**config.mk**
```make
export PLATFORM = sky130hd
export DESIGN_NAME = fifo_pop_packer
export DESIGN_NICKNAME = d
export VERILOG_FILES = /design/src/rtl/fifo_pkg.sv /design/src/rtl/pop_packer_idle_timer.sv /design/src/rtl/fifo_pop_packer.sv
export SDC_FILE = /design/constraint.sdc
export NUM_CORES = 1
export LEC_CHECK = 0
export CORE_ASPECT_RATIO = 0.5
export CORE_UTILIZATION = 51
export CTS_CLUSTER_DIAMETER = 60
export DETAILED_ROUTE_END_ITERATION = 12
export PLACE_DENSITY_LB_ADDON = 0.25
export SLEW_MARGIN = 20
export SYNTH_ARGS = -nofsm -noshare
export SYNTH_HDL_FRONTEND = slang
export SYNTH_SLANG_ARGS = --single-unit
```
**constraint.sdc**
```tcl
create_clock -name clock -period 4.5 [get_ports clock]
set_input_delay 0.675 -clock clock [delete_from_list [all_inputs] [get_ports clock]]
set_output_delay 0.675 -clock clock [all_outputs]
set_load 0.02 [all_outputs]
```
**src/rtl/fifo_pkg.sv**
```systemverilog
// Shared types for the narrow FIFO and the pop packer behind it.
// Holds the packer FSM encoding and the FIFO push/pop case enum.
package fifo_pkg;

    typedef enum logic {
        ST_FILL = 1'b0,
        ST_HOLD = 1'b1
    } pack_state_t;

    typedef enum logic [1:0] {
        FIFO_NOP      = 2'b00,
        FIFO_PUSH     = 2'b01,
        FIFO_POP      = 2'b10,
        FIFO_PUSH_POP = 2'b11
    } fifo_op_t;

    function automatic fifo_op_t fifo_op(input logic push, input logic pop);
        return fifo_op_t'({pop, push});
    endfunction

endpackage

```
**src/rtl/pop_packer_idle_timer.sv**
```systemverilog
// Counts consecutive idle cycles while a partial beat is held.
// expire pulses on the cycle the count reaches TIMEOUT-1.
module pop_packer_idle_timer
    import fifo_pkg::*;
#(
    parameter int TIMEOUT = 16
) (
    input  logic clock,
    input  logic reset,
    input  logic clear,
    input  logic count_en,
    output logic expire
);

    localparam int IW = $clog2(TIMEOUT + 1);

    logic [IW-1:0] count;

    assign expire = count_en && !clear && (count == IW'(TIMEOUT - 1));

    always_ff @(posedge clock or posedge reset) begin
        if (reset) begin
            count <= '0;
        end else if (clear || expire) begin
            count <= '0;
        end else if (count_en) begin
            count <= count + IW'(1);
        end
    end

endmodule

```
**src/rtl/fifo_pop_packer.sv**
```systemverilog
// Drains a narrow FIFO and packs RATIO words into one wide beat.
// Partial beats leave on idle timeout or flush, with a keep mask.
module fifo_pop_packer
    import fifo_pkg::*;
#(
    parameter int DATA_W  = 8,
    parameter int RATIO   = 4,
    parameter int TIMEOUT = 16
) (
    input  logic                    clock,
    input  logic                    reset,
    input  logic                    fifo_empty_i,
    output logic                    fifo_pop_o,
    input  logic [DATA_W-1:0]       fifo_pop_data_i,
    input  logic                    flush_i,
    output logic                    out_valid_o,
    input  logic                    out_ready_i,
    output logic [DATA_W*RATIO-1:0] out_data_o,
    output logic [RATIO-1:0]        out_keep_o
);

    localparam int CW = $clog2(RATIO);

    pack_state_t              state_q;
    pack_state_t              state_d;
    logic [CW-1:0]            cnt_q;
    logic [DATA_W*RATIO-1:0]  data_q;
    logic [RATIO-1:0]         keep_q;

    logic in_fill;
    logic has_data;
    logic last_lane;
    logic flush_go;
    logic fire;
    logic expire;
    logic tmr_clear;
    logic tmr_en;

    assign in_fill   = (state_q == ST_FILL);
    assign has_data  = (cnt_q != '0);
    assign last_lane = (cnt_q == CW'(RATIO - 1));
    assign flush_go  = in_fill && flush_i && has_data;
    assign fire      = out_valid_o && out_ready_i;

    assign tmr_clear = !in_fill || !has_data || fifo_pop_o;
    assign tmr_en    = in_fill && has_data && fifo_empty_i && !flush_i;

    pop_packer_idle_timer #(
        .TIMEOUT (TIMEOUT)
    ) u_idle_timer (
        .clock    (clock),
        .reset    (reset),
        .clear    (tmr_clear),
        .count_en (tmr_en),
        .expire   (expire)
    );

    always_ff @(posedge clock or posedge reset) begin
        if (reset) begin
            state_q <= ST_FILL;
        end else begin
            state_q <= state_d;
        end
    end

    always_comb begin
        state_d = state_q;
        unique case (state_q)
            ST_FILL: begin
                if ((fifo_pop_o && last_lane) || flush_go || expire) begin
                    state_d = ST_HOLD;
                end
            end
            ST_HOLD: begin
                if (out_ready_i) begin
                    state_d = ST_FILL;
                end
            end
        endcase
    end

    // Pop is gated by reset so nothing is lost while the block is held.
    always_comb begin
        out_valid_o = (state_q == ST_HOLD);
        fifo_pop_o  = in_fill && !reset && !fifo_empty_i
                      && !(flush_i && has_data);
    end

    always_ff @(posedge clock or posedge reset) begin
        if (reset) begin
            cnt_q  <= '0;
            data_q <= '0;
            keep_q <= '0;
        end else if (fire) begin
            cnt_q  <= '0;
            data_q <= '0;
            keep_q <= '0;
        end else if (fifo_pop_o) begin
            for (int k = 0; k < RATIO; k++) begin
                if (cnt_q == CW'(k)) begin
                    data_q[k*DATA_W +: DATA_W] <= fifo_pop_data_i;
                    keep_q[k]                  <= 1'b1;
                end
            end
            cnt_q <= last_lane ? '0 : cnt_q + CW'(1);
        end else if (flush_go || expire) begin
            cnt_q <= '0;
        end
    end

    assign out_data_o = data_q;
    assign out_keep_o = keep_q;

endmodule

```
==> flow_summary.ini <==
[outcome]
status = completed

[sta]
worst_pin_slew_ns = 0.785
setup_viol_count_final = 0
slew_violations = 0
fmax_mhz = 320
hold_viol = 0
timing.final.crit_period_ns = 3.12
hold_ws_ns = 0.500
finalCritPeriodShare_pct = 69.3
slew_headroom_pct = 47.6
finalClockSkew_ns = 0.00431
fin_setup_tns_ns = 0
rsz0062_at_grt = no

[yosys]
synthMuxAreaShare_pct = 0
synthSimpleGateAreaFrac_pct = 22.5
avgSynthCellArea_sq_um = 9.22
syn_inst = 209
synth-xor-area-share_pct = 0.455
synth_cell_type_count = 27
yosys_register_bits = 44
syn_nets = 228
synth_top_family_by_area = simple AND/OR/NAND/NOR gates
ys_seq_area_share_pct = 57.1
synth_fa_ha_area_share_pct = 3.90
syn_area_sq_um = 1930
synth_compound_area_share_pct = 12.2
yosys_warnings = 0

[layout]
final_area_sq_um = 2570
areaGrowthSynthToFinish_pct = 33.4
layout.nets = 278
final_layout_size_suffix_gt1_share_pct = 4.62
n_antenna_cell = 0

[grt]
grt-busiest-layer = met2
grt_pass1_vias = 1562
grt_pass1_wl_mm = 7.20
grt_remaining_overflow = 0
grt_max_degree = 40
met2_usage_pct = 41.7
use_met1_pct = 31.5
grt_usage_pct = 25.2
globalRouteMet3Util_pct = 6.52
antenna_found_initial = 0

[worst_setup_path]
r2r_start = cnt_q[0]
crit_type = primary input to output pin
startpoint = fifo_empty_i
crit_arrival_ns = 2.45
crit_fanout = 9
cp.required_ns = 3.83
critPathSlowestCell = clkdlybuf4s50_1
rrSetupSlack_ns = 2.66
path_cells = clkdlybuf4s50_1 > nor3_4 > and2_1 > clkdlybuf4s50_1
r2r-end = out_data_o[25]
path_common_cell = clkdlybuf4s50_1
start_kind = primary input
endpoint = fifo_pop_o
end_kind = output pin
worstRegToRegCells = 6
max_stage_delay_ns = 0.63

[detailed_routing]
num_vias = 1649
ant_nets = 0
drt-vias-per-instance = 5.30
routed_wl_mm = 4.52
drc = 0
drtIter0Drc = 155
dr.pass1.iters = 4
wl_per_cell_um = 14.5

[place]
io_buffers = 50
globalplace.congestion = 0.770
dp_hpwl_mm = 3.31
place_area_sq_um = 2460

[die]
start_util_pct = 54.6
die_h_um = 45.5
core_sq_um = 3530
rows = 15
dieArea_sq_um = 4040
die_w_um = 88.9
top_level_ports = 51

[clocking]
ctsHoldBuffers = 0
post_cts_buffers = 0
cts_tree = done
clkLatencyLatePin_ns = 0.30
cts_root_buffer = clkbuf_8
path_clk_slew_ns = 0.08
cts_made_buffers = 5
cts_buffer_depth = 2
postCtsResizedCells = 0
cts.sinks = 44
h-tree-depth = 2

[pwr]
power.density_nw_per_um2 = 569
p_leak_nw = 1.12
ir_drop_mv = 0.303

[job]
drv_cap = 0

[worst_hold_path]
holdCritPathClass = flip-flop to flip-flop
-- final cells by class --
type,count,area (sq um)
clock inverter,3,46.3
timing repair buffer,52,515
clock buffer,5,68.8
sequential,44,1100
multi-input combinational,150,753
fill,266,957
inverter,6,22.5
tap,51,63.8
-- placed cells by master, fill, tap and decap left out, types with 2 or more instances in the layout --
master            n
a21oi_1          35
a22o_1            2
and2_1            3
and3_1            4
buf_4             2
clkbuf_8          5
clkdlybuf4s50_1  50
dfrtp_1          44
ha_1              6
inv_1             6
nand2_1          67
nand3_1           4
nor2_1           12
nor3_1            2
o21ai_0           2
o41ai_1           2
or3_1             2
-- through the flow --
| stage | std cells | utilization [%] | setup WS (ns) | total power [W] |
|---|---|---|---|---|
| 6_report | 311 | 72.9 | 1.38 | 0.00146 |
| 5_1_grt | 311 | 72.9 | 1.30 | 0.00155 |
| 4_1_cts | 311 | 72.9 | 1.39 | 0.00147 |
| 3_5_place_dp | 303 | 69.6 | 1.39 | 0.00116 |
| 3_3_place_gp | 303 | 69.6 | 1.46 | 0.00114 |
| 2_1_floorplan | 209 | - | 2.55 | 0.000898 |
-- synth_stat cells --
master    instances  area [sq um]
xor2_1            1          8.76
inv_1             6          22.5
ha_1              6          75.1
o41ai_1           2          17.5
nor4_1            1          6.26
nor3_1            2          10.0
or2b_1            1          7.51
nand2b_1          1          6.26
and2_1            3          18.8
clkbuf_2          1          5.00
o21ai_0           2          10.0
nand2_1          67           251
dfrtp_1          44          1100
a21oi_1          35           175
nor3_4            1          16.3
o21a_1            1          7.51
clkbuf_1          2          7.51
buf_4             3          22.5
or3_1             2          12.5
nor2b_1           1          6.26
o31ai_1           1          7.51
nor2b_2           1          8.76
a22o_1            2          17.5
nand3_1           4          20.0
and3_1            4          25.0
nor2_1           12          45.0
buf_2             3          15.0
-- critical path, delay by kind of cell --
family | cells | cell delay [ns]
buffers and inverters | 2 | 1.14
AND/OR/NAND/NOR | 2 | 0.63
-- routing by layer --
| metal | vias to the layer above | wire [um] |
|---|---|---|
| met5 | - | 0 |
| met2 | 65 | 2220 |
| met4 | 0 | 73 |
| met1 | 792 | 1870 |
| li1 | 783 | - |
| met3 | 9 | 345 |
-- report_power, final --
group	switching (W)	internal (W)
logic	0.000330	0.000257
registers	0.0000732	0.000498
clock network	0.000139	0.000167
-- state kept, by name, indices dropped and copies added, names as in the netlist --
register and flops:
out_valid_o 1, out_keep_o 4, cnt_q 2, u_idle_timer.count 5, out_data_o 32
-- logic make-up (layout without fill, tap and decap cells) --
logic type | after synthesis | after routing
xor+xnor | 1 | 1
compound gates | 43 | 43
buf+inv | 15 | 66
simple gates | 100 | 100
flops | 44 | 44
fa+ha+maj | 6 | 6
-- worst min path at each step --
stage	end	from	cells past startpoint
2_1_floorplan	u_idle_timer.count[4]	u_idle_timer.count[4]	1
3_3_place_gp	out_keep_o[2]	out_keep_o[2]	2
3_5_place_dp	out_keep_o[3]	out_keep_o[3]	2
4_1_cts	out_keep_o[3]	out_keep_o[3]	2
5_1_grt	out_keep_o[0]	out_keep_o[0]	2
6_report	out_keep_o[3]	out_keep_o[3]	2
No activity file was read; power rests on OpenSTA's default activity.
